--- src/rtl/grad_hist_pkg.sv ---
// Shared constants, FSM encoding and stage-1 record for the gradient-direction
// histogram block.
package grad_hist_pkg;

  localparam int NUM_BINS  = 8;
  localparam int BIN_W     = 3;
  localparam int GRAD_W    = 11;
  localparam int AMP_W     = 12;
  localparam int DRAIN_LEN = 2;
  localparam int SCAN_LEN  = 8;

  typedef logic [BIN_W-1:0] bin_t;

  // Direction bins, counter-clockwise from horizontal in 22.5 degree steps.
  localparam bin_t BIN_0 = 3'd0;
  localparam bin_t BIN_1 = 3'd1;
  localparam bin_t BIN_2 = 3'd2;
  localparam bin_t BIN_3 = 3'd3;
  localparam bin_t BIN_4 = 3'd4;
  localparam bin_t BIN_5 = 3'd5;
  localparam bin_t BIN_6 = 3'd6;
  localparam bin_t BIN_7 = 3'd7;

  typedef enum logic [2:0] {
    ST_IDLE,
    ST_ACC,
    ST_DRAIN,
    ST_SCAN,
    ST_DONE
  } state_t;

  typedef struct packed {
    bin_t             bin;
    logic [AMP_W-1:0] amp;
    logic             zero;
  } s1_t;

endpackage

--- src/rtl/grad_dir_quant.sv ---
// Combinational gradient classifier: magnitude |gx|+|gy| and one of eight
// direction bins. The caller registers the result.
module grad_dir_quant
  import grad_hist_pkg::*;
(
  input  logic signed [GRAD_W-1:0] gx,
  input  logic signed [GRAD_W-1:0] gy,
  output s1_t                      q
);

  logic [GRAD_W-1:0] ax;
  logic [GRAD_W-1:0] ay;
  logic [13:0]       ax_w;
  logic [13:0]       ay_w;
  logic              same_sign;

  // NOTE: every signal written in always_comb gets a value on every path
  // (defaults first), otherwise synthesis infers a latch.
  always_comb begin
    ax        = gx[GRAD_W-1] ? $unsigned(-gx) : $unsigned(gx);
    ay        = gy[GRAD_W-1] ? $unsigned(-gy) : $unsigned(gy);
    ax_w      = 14'(ax);
    ay_w      = 14'(ay);
    same_sign = (gx[GRAD_W-1] == gy[GRAD_W-1]);

    q.amp  = AMP_W'(ax) + AMP_W'(ay);
    q.zero = (ax == '0) && (ay == '0);
    q.bin  = BIN_4;

    // Tangent thresholds 0.2, 0.667, 1.5 and 5 without a divider.
    if (14'd5 * ay_w < ax_w)
      q.bin = BIN_0;
    else if (14'd3 * ay_w < 14'd2 * ax_w)
      q.bin = same_sign ? BIN_1 : BIN_7;
    else if (14'd2 * ay_w < 14'd3 * ax_w)
      q.bin = same_sign ? BIN_2 : BIN_6;
    else if (ay_w < 14'd5 * ax_w)
      q.bin = same_sign ? BIN_3 : BIN_5;
  end

endmodule

--- src/rtl/grad_hist.sv ---
// Block-wise gradient-direction histogram with winner-take-all scan.
// Optional flatness flag is built only when GRAD_HIST_FLAT_EN is defined.
module grad_hist
  import grad_hist_pkg::*;
#(
  parameter int BLK_SAMPLES = 64,
  parameter int ACC_W       = 18,
  parameter int FLAT_THR    = 256
) (
  input  logic                     clk,
  input  logic                     rstn,
  input  logic                     gxgyrun,
  input  logic signed [GRAD_W-1:0] gx,
  input  logic signed [GRAD_W-1:0] gy,
  input  logic                     clr,
  output logic                     in_ready,
  output logic                     drop,
  output logic                     done,
  output logic [BIN_W-1:0]         best_bin,
  output logic [ACC_W-1:0]         best_acc,
  output logic                     flat
);

  localparam int               CNT_W    = $clog2(BLK_SAMPLES);
  localparam logic [CNT_W-1:0] LAST_CNT = CNT_W'(BLK_SAMPLES - 1);

  state_t            state_q;
  state_t            state_d;
  logic [2:0]        phase_q;
  logic [CNT_W-1:0]  cnt_q;
  s1_t               s1_d;
  s1_t               s1_q;
  logic              s1_vld_q;
  logic [ACC_W-1:0]  acc_q [NUM_BINS];
  bin_t              run_bin_q;
  logic [ACC_W-1:0]  run_acc_q;
  bin_t              scan_idx;
  logic              scan_gt;
  bin_t              fin_bin;
  logic [ACC_W-1:0]  fin_acc;
  logic              accept;
  logic              last_sample;
  logic              scan_last;

  grad_dir_quant u_quant (
    .gx (gx),
    .gy (gy),
    .q  (s1_d)
  );

  // Gating with rstn keeps every output low while reset is held.
  assign in_ready    = rstn && (state_q == ST_IDLE || state_q == ST_ACC);
  assign drop        = rstn && gxgyrun && !in_ready;
  assign done        = (state_q == ST_DONE);
  assign accept      = gxgyrun && in_ready && !clr;
  assign last_sample = accept && (cnt_q == LAST_CNT);
  assign scan_last   = (state_q == ST_SCAN) && (phase_q == 3'(SCAN_LEN - 1));

  always_comb begin
    state_d = state_q;
    unique case (state_q)
      ST_IDLE:  if (accept) state_d = last_sample ? ST_DRAIN : ST_ACC;
      ST_ACC:   if (last_sample) state_d = ST_DRAIN;
      ST_DRAIN: if (phase_q == 3'(DRAIN_LEN - 1)) state_d = ST_SCAN;
      ST_SCAN:  if (phase_q == 3'(SCAN_LEN - 1)) state_d = ST_DONE;
      ST_DONE:  state_d = ST_IDLE;
      default:  state_d = ST_IDLE;
    endcase
    if (clr) state_d = ST_IDLE;
  end

  // NOTE: sequential state uses non-blocking assignments so every flop
  // samples pre-edge values regardless of process ordering.
  always_ff @(posedge clk or negedge rstn) begin
    if (!rstn) begin
      state_q <= ST_IDLE;
      phase_q <= '0;
    end else begin
      state_q <= state_d;
      phase_q <= (state_d != state_q) ? 3'd0 : phase_q + 3'd1;
    end
  end

  always_ff @(posedge clk or negedge rstn) begin
    if (!rstn)
      cnt_q <= '0;
    else if (clr || state_q == ST_DONE)
      cnt_q <= '0;
    else if (accept)
      cnt_q <= cnt_q + 1'b1;
  end

  always_ff @(posedge clk or negedge rstn) begin
    if (!rstn) begin
      s1_vld_q <= 1'b0;
      s1_q     <= '0;
    end else begin
      s1_vld_q <= accept;
      if (accept) s1_q <= s1_d;
    end
  end

  // NOTE: the bin accumulators are a small register file that must read zero
  // during reset, so each entry is reset explicitly rather than left to a RAM.
  always_ff @(posedge clk or negedge rstn) begin
    if (!rstn) begin
      for (int b = 0; b < NUM_BINS; b++) acc_q[b] <= '0;
    end else if (clr || state_q == ST_DONE) begin
      for (int b = 0; b < NUM_BINS; b++) acc_q[b] <= '0;
    end else if (s1_vld_q && !s1_q.zero) begin
      acc_q[s1_q.bin] <= acc_q[s1_q.bin] + ACC_W'(s1_q.amp);
    end
  end

  // Strictly-greater compare keeps the lowest bin on ties.
  assign scan_idx = bin_t'(phase_q);
  assign scan_gt  = acc_q[scan_idx] > run_acc_q;
  assign fin_bin  = scan_gt ? scan_idx : run_bin_q;
  assign fin_acc  = scan_gt ? acc_q[scan_idx] : run_acc_q;

  always_ff @(posedge clk or negedge rstn) begin
    if (!rstn) begin
      run_bin_q <= BIN_0;
      run_acc_q <= '0;
      best_bin  <= BIN_0;
      best_acc  <= '0;
    end else if (state_q == ST_DRAIN) begin
      run_bin_q <= BIN_0;
      run_acc_q <= '0;
    end else if (state_q == ST_SCAN && !clr) begin
      run_bin_q <= fin_bin;
      run_acc_q <= fin_acc;
      if (scan_last) begin
        best_bin <= fin_bin;
        best_acc <= fin_acc;
      end
    end
  end

`ifdef GRAD_HIST_FLAT_EN
  localparam logic [ACC_W-1:0] FLAT_LIM = ACC_W'(FLAT_THR);

  always_ff @(posedge clk or negedge rstn) begin
    if (!rstn)
      flat <= 1'b0;
    else if (scan_last && !clr)
      flat <= (fin_acc < FLAT_LIM);
  end
`else
  assign flat = 1'b0;
`endif

endmodule

--- config.mk ---
export PLATFORM = sky130hd
export DESIGN_NAME = grad_hist
export DESIGN_NICKNAME = d
export VERILOG_FILES = /design/src/rtl/grad_hist_pkg.sv /design/src/rtl/grad_dir_quant.sv /design/src/rtl/grad_hist.sv
export SDC_FILE = /design/constraint.sdc
export NUM_CORES = 1
export LEC_CHECK = 0
export CAP_MARGIN = 20
export CORE_UTILIZATION = 30
export DETAILED_ROUTE_END_ITERATION = 12
export PLACE_DENSITY_LB_ADDON = 0.1
export SYNTH_ARGS = -nofsm -noshare
export SYNTH_HDL_FRONTEND = slang
export SYNTH_HIERARCHICAL = 1
export SYNTH_SLANG_ARGS = --single-unit
--- constraint.sdc ---
create_clock -name clk -period 5.5 [get_ports clk]
set_clock_uncertainty 0.05 [all_clocks]
set_input_delay 0.825 -clock clk [delete_from_list [all_inputs] [get_ports clk]]
set_output_delay 0.825 -clock clk [all_outputs]
set_load 0.02 [all_outputs]
==> run summary <==
adder-cell share of the synthesized area: 11.45%
number of synthesized flops with an enable pin: 0
Synthesis Warnings: 6
Crit Reg-Reg Startpoint: s1_q[14]$_DFFE_PN0P_
R2R Path End: acc_q[31]$_DFFE_PN0P_
main combinational cell family by area after synthesis: compound AO/OA/AOI/OAI gates
Post-Syn Area: 15370 sq um
DR pass1 iterations: 4
critical path class: input port to flop
CTS Root Cell: clkbuf_16
RSZ-0062 raised after global routing: no
Max Fanout on Critical Path: 4
Syn Inst Count: 1439
Tot Pwr: 6486 uW
HPWL Detailed: 35050 um
Max Root-Sink Buffers: 3
clock latency on the worst-skew pair: 0.54 ns
count of final setup violators: 0
FMAX: 204.0 MHz
status: complete, no violations
initial antenna violation count: 0
post-synth net total: 1597
relative slew slack: 30.39%
buffer count from post-CTS setup fixing: 0
Die Height: 228.4 um
path depth of the worst reg2reg path: 12
DR vias/cell: 5.310
H-tree levels: 1
Worst EP required: 5.86 ns
post-CTS resize count: 0
Synth-to-Final Area Change: 17.58%
CP cell instances: clkdlybuf4s50_1, inv_1, ha_1, nand2b_1, xnor2_1, buf_4, fa_1, a211o_1, a211oi_1, nor2_1, o21a_1, nor2_1, xnor2_1, ha_1, nand2_1, a2111oi_1, o21a_1, o211a_2, o221ai_1, nor3b_2, nand2_1, o21ai_0
die width: 228.4 um
endpoint class of the critical path: flop
worst min path class: input port to asynchronous set/reset pin
CP Launch Point: gy[1]
pwr dens: 358.8 nW/um^2
total gr overflow: 0
Nets: 1697
maxcap violations: 0
final hold viol count: 0
XOR/XNOR Fraction of Synth Area: 4.965%
DRT iter0 DRCs: 577
n_diodes: 0
layout cells sized above 1: 19.31%
simple-gate portion of the synthesized area: 9.377%
ys async rst share: 100.0%
Hold-fix buffers, CTS: 0
largest net degree at the start of global routing: 148
static leakage: 0.008030 uW
Post-synth top flop: dfrtp_1
first-pass GRT wire length: 77110 um
Unique masters post-synth: 95
Seq/Total Area, Yosys: 35.00%
CP max stage cell: clkdlybuf4s50_1
Clock Sinks: 215
clock transition at the registers of the reported paths: 0.06 ns
GP Congestion: 0.8343
Routed WL: 49450 um
number of global-route vias before repair: 12390
Routed Antenna Nets: 0
worst vdd ir: 0.2414 mV
post-route clock period utilization: 89.14%
Syn Area/Cell: 10.68 sq um
Synth Area in Compound Gates: 21.39%
Synth Register Bits: 215
via count: 11850
largest area contributor in the netlist: dfrtp_1
Layout fillers: 5029
share of the synthesized area in the top cell type: 35.00%
GRT Total Usage: 19.17%
startpoint types: input port
# IOs: 51
Slew Limit Fails: 0
CP peak stage delay: 0.50 ns
Rows: 82
port buffer count: 49
CTS tree: yes
post-synthesis mux area share: 13.54%
r2r setup slk: 1.06 ns
total CTS buffers: 26
Final min period: 4.903 ns
ranking of synthesized cells by area: dfrtp_1, ha_1, a22o_1
initial cell density of the core: 30.52%
Fin Setup TNS: 0 ns
Tightest Pin Transition: 1.044 ns
DRC errors left: 0
wire per inst: 22.16 um
CP Data Arrival Time: 5.26 ns
Die ar.: 52150 sq um
core area: 50380 sq um
## routing by layer
layer	routed length (um)	vias up	track usage, %
li1	-	5644	-
met2	25300	204	34.99
met3	1270	56	1.734
met5	0	-	0
met1	21900	5943	24.27
met4	977	0	4.509
## cells by family (layout without fill, tap and decap cells)
| logic type | Yosys count | in the layout |
|---|---|---|
| AND/OR/NAND/NOR | 279 | 279 |
| adder cells (fa/ha/maj) | 138 | 138 |
| AO/OA/AOI/OAI | 438 | 438 |
| buffers and inverters | 152 | 272 |
| flip-flops | 215 | 215 |
| other | 1 | 1 |
| XOR/XNOR | 82 | 82 |
| multiplexers | 134 | 134 |
## cells in the mapped netlist (23+ instances only)
master and instances:
mux4_2 50, nand2_1 82, mux2_2 49, clkbuf_1 28
o21ai_0 66, mux2i_1 30, a22o_1 152, a21oi_1 54
ha_1 126, buf_2 33, inv_1 75, nor2_1 85
xor2_1 23, xnor2_1 53, dfrtp_1 215
## where the power goes
part	internal, uW	switching (uW)
Combinational	1110	1650
Sequential	1670	226
Clock	1120	720
## state kept, by name, summed over array words and instances (netlist names)
name / cells
best_acc: 18
run_bin_q: 3
best_bin: 3
cnt_q: 6
s1_vld_q: 1
s1_q: 16
acc_q: 144
phase_q: 3
state_q: 3
run_acc_q: 18
## worst max-delay path, delay by kind of cell
kind            cells  cell delay (ns)
buf+inv             3             0.74
fa+ha+maj           3             0.93
compound gates      8             1.85
simple gates        6             0.67
xor+xnor            2             0.25
## through the flow
stage               instance area [sq um]  utilization (%)  hold WS, ns  setup WS [ns]  instances
CTS                                 18070            35.88       0.2005         0.6215       2231
detailed placement                  17160            34.07       0.4198        0.06067       2183
global route                        18070            35.88       0.2277         0.2429       2231
finish                              18070            35.88       0.1763         0.5975       2231
global placement                    17160            34.07       0.4129         0.1140       2183
floorplan                           15370                -       0.4099         0.6313       1439
## how the worst max path moves through the flow
stage               cells past startpoint  slack [ns]              endpoint
floorplan                              21        0.63  s1_q[14]$_DFFE_PN0P_
global placement                       22        0.11  s1_q[14]$_DFFE_PN0P_
CTS                                    22        0.62  s1_q[14]$_DFFE_PN0P_
detailed placement                     22        0.06  s1_q[14]$_DFFE_PN0P_
global route                           22        0.24  s1_q[14]$_DFFE_PN0P_
finish                                 22        0.60  s1_q[14]$_DFFE_PN0P_
## area by class of cell
| class | count | area [sq um] | share of cell area (%) |
|---|---|---|---|
| clock buffers | 36 | 769.5 | 4.257 |
| well taps | 672 | 840.8 | 4.652 |
| multi-input cells | 1072 | 9399 | 52.00 |
| repair buffers | 144 | 1234 | 6.825 |
| inverters | 80 | 302.8 | 1.675 |
| flip-flops and latches | 215 | 5385 | 29.79 |
| clock inverters | 12 | 143.9 | 0.7961 |
## cells in the final DEF (no fill, tap or decap), types with 8 or more instances in the layout
cell type,Yosys,layout
a211oi_1,9,9
a21o_1,22,22
a21oi_1,54,50
a221o_1,11,11
a221oi_1,15,15
a22o_1,152,152
a22oi_1,9,9
a31oi_1,8,8
and2_1,9,9
buf_4,2,93
clkbuf_16,0,27
clkdlybuf4s50_1,0,48
dfrtp_1,215,211
ha_1,126,126
inv_1,75,75
mux2_2,49,49
mux2i_1,30,30
mux4_2,50,50
nand2_1,82,82
nand2b_1,11,11
nand4_1,9,9
nor2_1,85,85
nor2b_1,13,13
nor3_1,22,22
o21a_1,12,12
o21ai_0,66,66
o22ai_1,9,9
o31ai_1,9,9
xnor2_1,53,53
xor2_1,23,23
No activity file was read; power rests on OpenSTA's default activity.
